--- src/rtl/cdb_arbiter.sv ---
// Single-owner scheduler for the shared 12-bit CDB: rotating priority across the
// functional units, with an aging override that guarantees PRF re-broadcasts progress.
module cdb_arbiter #(
  parameter int NUM_FU  = 3,
  parameter int AGE_MAX = 4
) (
  input  logic                   clk,
  input  logic                   rst,
  input  logic [NUM_FU-1:0]      fu_valid,
  input  logic [NUM_FU-1:0][3:0] fu_id,
  input  logic [NUM_FU-1:0][7:0] fu_val,
  output logic [NUM_FU-1:0]      fu_ready,
  input  logic                   prf_req_valid,
  input  logic [3:0]             prf_req_id,
  output logic                   prf_req_ready,
  output logic                   prf_requesting,
  output logic [3:0]             prf_requested_id,
  input  logic                   prf_cdb_transmit,
  input  logic [3:0]             prf_cdb_id,
  input  logic [7:0]             prf_cdb_val,
  output logic                   cdb_transmit,
  output logic [3:0]             cdb_id,
  output logic [7:0]             cdb_val
);

  localparam int         PTR_W   = $clog2(NUM_FU);
  localparam logic [3:0] AGE_LIM = 4'(AGE_MAX);
  localparam logic [3:0] AGE_SAT = 4'd15;

  logic [PTR_W-1:0] rr_ptr;
  logic [3:0]       age_cnt;
  logic             prf_aged;
  logic             fu_any;
  logic             fu_win;
  logic             prf_win;
  logic [PTR_W-1:0] fu_sel;

  logic             cdb_vld_p1;
  logic [3:0]       cdb_id_p1;
  logic [7:0]       cdb_val_p1;

  function automatic logic [3:0] age_sat_inc(input logic [3:0] a);
    return (a == AGE_SAT) ? AGE_SAT : a + 4'd1;
  endfunction

  function automatic logic [PTR_W-1:0] ptr_wrap_inc(input logic [PTR_W-1:0] p);
    return (p == PTR_W'(NUM_FU - 1)) ? '0 : p + PTR_W'(1);
  endfunction

  function automatic logic [PTR_W-1:0] rot_idx(input logic [PTR_W-1:0] base, input int k);
    int s;
    s = int'(base) + k;
    if (s >= NUM_FU) s = s - NUM_FU;
    return PTR_W'(s);
  endfunction

  // Stage p0: combinational grant selection
  always_comb begin
    fu_any = 1'b0;
    fu_sel = '0;
    // Walk the ring backwards so the last hit is the one nearest rr_ptr.
    for (int k = NUM_FU - 1; k >= 0; k--) begin
      if (fu_valid[rot_idx(rr_ptr, k)]) begin
        fu_any = 1'b1;
        fu_sel = rot_idx(rr_ptr, k);
      end
    end
  end

  assign prf_aged = prf_req_valid && (age_cnt >= AGE_LIM);
  assign fu_win   = fu_any && !prf_aged;
  assign prf_win  = prf_aged || (prf_req_valid && !fu_any);

  always_comb begin
    fu_ready = '0;
    if (fu_win) fu_ready[fu_sel] = 1'b1;
  end

  assign prf_req_ready    = prf_win;
  assign prf_requesting   = prf_win;
  assign prf_requested_id = prf_win ? prf_req_id : 4'd0;

  always_ff @(posedge clk or negedge rst) begin
    if (!rst) begin
      rr_ptr  <= '0;
      age_cnt <= 4'd0;
    end else begin
      if (fu_win) rr_ptr <= ptr_wrap_inc(fu_sel);
      if (!prf_req_valid || prf_win) age_cnt <= 4'd0;
      else                           age_cnt <= age_sat_inc(age_cnt);
    end
  end

  // Stage p1: registered CDB broadcast
  always_ff @(posedge clk or negedge rst) begin
    if (!rst) begin
      cdb_vld_p1 <= 1'b0;
      cdb_id_p1  <= 4'd0;
      cdb_val_p1 <= 8'd0;
    end else if (fu_win) begin
      cdb_vld_p1 <= 1'b1;
      cdb_id_p1  <= fu_id[fu_sel];
      cdb_val_p1 <= fu_val[fu_sel];
    end else if (prf_win && prf_cdb_transmit) begin
      cdb_vld_p1 <= 1'b1;
      cdb_id_p1  <= prf_cdb_id;
      cdb_val_p1 <= prf_cdb_val;
    end else begin
      cdb_vld_p1 <= 1'b0;
      cdb_id_p1  <= 4'd0;
      cdb_val_p1 <= 8'd0;
    end
  end

  assign cdb_transmit = cdb_vld_p1;
  assign cdb_id       = cdb_id_p1;
  assign cdb_val      = cdb_val_p1;

endmodule

--- config.mk ---
export PLATFORM = sky130hd
export DESIGN_NAME = cdb_arbiter
export DESIGN_NICKNAME = d
export VERILOG_FILES = /design/src/rtl/cdb_arbiter.sv
export SDC_FILE = /design/constraint.sdc
export NUM_CORES = 1
export LEC_CHECK = 0
export ABC_AREA = 1
export ABC_CLOCK_PERIOD_IN_PS = 2750
export BUFFER_PORTS_ARGS = -buffer_cell sky130_fd_sc_hd__buf_2
export CAP_MARGIN = 10
export CELL_PAD_IN_SITES_DETAIL_PLACEMENT = 1
export CELL_PAD_IN_SITES_GLOBAL_PLACEMENT = 1
export CORE_UTILIZATION = 30
export DETAILED_ROUTE_END_ITERATION = 10
export GPL_TIMING_DRIVEN = 0
export PLACE_DENSITY_LB_ADDON = 0.2
export SYNTH_ARGS = -nofsm -noshare
export SYNTH_HDL_FRONTEND = slang
export SYNTH_SLANG_ARGS = --single-unit
--- constraint.sdc ---
create_clock -name clk -period 2.75 [get_ports clk]
set_clock_uncertainty 0.15 [all_clocks]
set_input_delay 0.55 -clock clk [delete_from_list [all_inputs] [get_ports clk]]
set_output_delay 0.55 -clock clk [all_outputs]
set_load 0.02 [all_outputs]
==> flow_metrics.tcl <==
set metrics [dict create \
    root_buffer "clkbuf_8" \
    design.die.area_sq_um 5180 \
    cap_viol_max_count 0 \
    start_util_pct 31.1 \
    grt_pass1_vias 1809 \
    post-place-ws_ps 94.0 \
    grt_pass1_wl_um 8420 \
    finalMaxSlewViolations 0 \
    p_switching_mw 1.81 \
    clockBufferDepth 2 \
    num-nets-final 377 \
    drt-wirelength-per-cell_um 14.3 \
    vdd_ir_drop_max_uv 580 \
    die_x_um 72.0 \
    hpwl_um 3920 \
    netlist_area_sq_um 1470 \
    io_buffers 80 \
    power_frac_comb_pct 80.8 \
    fillerInstances 615 \
    clk_pin_slew_worst_paths_ps 80 \
    crit_family "simple AND/OR/NAND/NOR gates" \
    cts_buffers 3 \
    hold_violations 0 \
    p_per_area_nw_per_um2 1460 \
    final_cell_mix "75 x buf_2, 40 x nand2_1, 35 x nand3_1" \
    first_iter_violations 41 \
    fp.dieH_um 72.0 \
    hold_path_class "input pin to asynchronous set/reset pin" \
    worstRegToRegCells 12 \
    synth_nets 276 \
    drtPass1Iterations 4 \
    max_freq_mhz 367 \
    placed_cells 359 \
    cts_hold_buf 0 \
    critPathMaxFanout 5 \
    worst_setup_path_end_kind "output port" \
    reg2reg_from "rr_ptr[1]$_DFFE_PN0P_" \
    postPlaceCellArea_sq_um 1950 \
    drc 0 \
    grt_usage_pct 20.5 \
    ios 81 \
    rsz0062_at_grt "yes" \
    clock-sinks 19 \
    yosysWarnings 0 \
    switching_share_pct 52.9 \
    cp_slowest_stage_delay_ps 410 \
    grt_max_degree 20 \
    cpMaxStageDelayCell "dfrtp_1" \
    crit_path_cell_trace "inv_2 > ha_4 > inv_4 > nand2_4 > nand3_4 > nand2_4 > nor2_4 > nand2_4 > o21ai_4 > inv_2 > nor2_1 > buf_4" \
    cpMostUsedCell "nand2_4" \
    crit_buf_inv 4 \
    grt_overflow 0 \
    antenna_found_initial 0 \
    cp_data_required_time_ps 2050 \
    instances_no_fill 379 \
    area_growth_pct 59.0 \
    worst_pin_slew_ps 628 \
    synth_area_per_cell_sq_um 6.93 \
    power.static_leakage_nw 1.29 \
    clock_latency_ps 260 \
    cts_max_level 1 \
    tritoncts "done" \
    layout_commonest_cell "buf_2" \
    finalCritPeriodShare_pct 99.1 \
    cp-start-kind "register" \
    core_area_sq_um 4720 \
    final_area_sq_um 2340 \
    power.internal_mw 1.61 \
    relSlewSlack_pct 57.7 \
    reg2reg_slack_ps 450 \
    seq_area_frac_synth_pct 32.3 \
    ant_nets 0 \
    min_period_ps 2720 \
    routed_via_density 4.74 \
    setup_violations 0 \
    worstPathArrival_ps 2020 \
    clkPwrFrac_pct 6.0 \
    fin_ws_ps 25.1 \
    n_antenna_cell 0 \
    vias 1798 \
    path_class "register to output port" \
    netlist_instances 212 \
    row_count 25 \
    routed_wirelength_um 5420 \
    synth_cell_type_count 23 \
    globalplace.congestion 0.765 \
    status "completed" \
    utilization_pct 49.5 \
    drive_gt1_share_pct 50.0 \
    r2r_end "cdb_val[1]$_DFF_PN0_" \
    seqPwrFrac_pct 13.2 \
    ys_ff_latch 19 \
]
## repair_timing
item	CTS	global route
endpoints found under the setup margin	9	9
pin swaps	6	10
gates resized for setup	19	44
endpoints found under the hold margin	0	0
setup buffers	11	7
## how the worst max path moves through the flow
stage | from | end | depth (start not counted)
floorplan | rr_ptr[0]$_DFFE_PN0P_ | fu_ready[0] | 10
global placement | rr_ptr[0]$_DFFE_PN0P_ | fu_ready[0] | 12
detailed placement | rr_ptr[0]$_DFFE_PN0P_ | prf_requesting | 12
CTS | rr_ptr[1]$_DFFE_PN0P_ | prf_requesting | 11
global route | rr_ptr[0]$_DFFE_PN0P_ | prf_requested_id[3] | 12
finish | rr_ptr[0]$_DFFE_PN0P_ | prf_requested_id[2] | 12
## synthesized netlist by cell type
master | number | area share (%)
ha_1 | 5 | 4.3
inv_1 | 26 | 6.6
and2_1 | 1 | 0.43
nand4_1 | 13 | 5.5
buf_4 | 1 | 0.51
conb_1 | 1 | 0.26
nand3_2 | 2 | 1.4
nor2_1 | 13 | 3.3
a21oi_1 | 8 | 2.7
buf_2 | 6 | 2.0
inv_2 | 6 | 1.5
o22ai_1 | 1 | 0.43
xnor2_1 | 1 | 0.60
nand2_4 | 1 | 0.77
buf_6 | 4 | 3.1
nand2_1 | 47 | 12
a21oi_2 | 5 | 3.0
o21ai_0 | 4 | 1.4
nand2_2 | 7 | 3.0
nand3_1 | 39 | 13
o21ai_4 | 1 | 1.1
dfrtp_1 | 19 | 32
nand3b_1 | 1 | 0.51
## through the flow
step	power [mW]	TNS [ps]	hold WS, ps
after detailed placement	2.50	0	300
final	3.41	0	79.7
after CTS	3.02	-7.59	94.5
after global placement	2.45	0	287
after global routing	3.70	-674	103
after floorplan	1.93	0	104
## flip-flops by register name (all words and copies together), names as in the netlist
name and cells:
cdb_id 4, cdb_val 8, rr_ptr 2, cdb_transmit 1
age_cnt 4
## worst reg2reg max path, delay by kind of cell (launching register included)
family	cells	cell delay [ps]
and+or+nand+nor	9	890
buffers and inverters	2	350
DFF	1	460
adders and majority gates	1	340
## logic make-up after synthesis
kind of cell / Yosys count / share of synthesized area [%]
XOR/XNOR: 1 / 0.596
flip-flops: 19 / 32.3
buffers and inverters: 43 / 13.8
AND/OR/NAND/NOR: 124 / 40.2
other: 1 / 0.255
adder cells (fa/ha/maj): 5 / 4.26
AO/OA/AOI/OAI: 19 / 8.60
## area by class of cell
class	count	area, sq um	share of cell area [%]
buffer	9	82.6	3.53
clock buffer	3	41.3	1.77
clock inverter	1	5.00	0.214
inverter	32	135	5.78
multi-input combinational	150	951	40.7
sequential	19	475	20.3
tap	67	83.8	3.59
timing repair buffer	98	563	24.1
## metal layers
metal  part of all wire (%)  vias to the layer above  wire length [um]  global-route usage (%)
met4                    1.2                        0                64                    3.92
met1                     43                      835              2320                    26.5
met5                      0                        -                 0                       0
met2                     50                       69              2700                    36.5
li1                       -                      886                 -                       -
met3                    6.2                        8               338                    3.19
## power by group through the flow
| stage | Sequential, mW | Clock, mW | Combinational (mW) |
|---|---|---|---|
| detailed placement | 0.451 | 0 | 2.04 |
| CTS | 0.450 | 0.209 | 2.36 |
| finish | 0.452 | 0.205 | 2.76 |
| global placement | 0.445 | 0 | 2.01 |
| global route | 0.463 | 0.221 | 3.02 |
| floorplan | 0.575 | 0 | 1.36 |
Power figures use the tool's default switching activity.
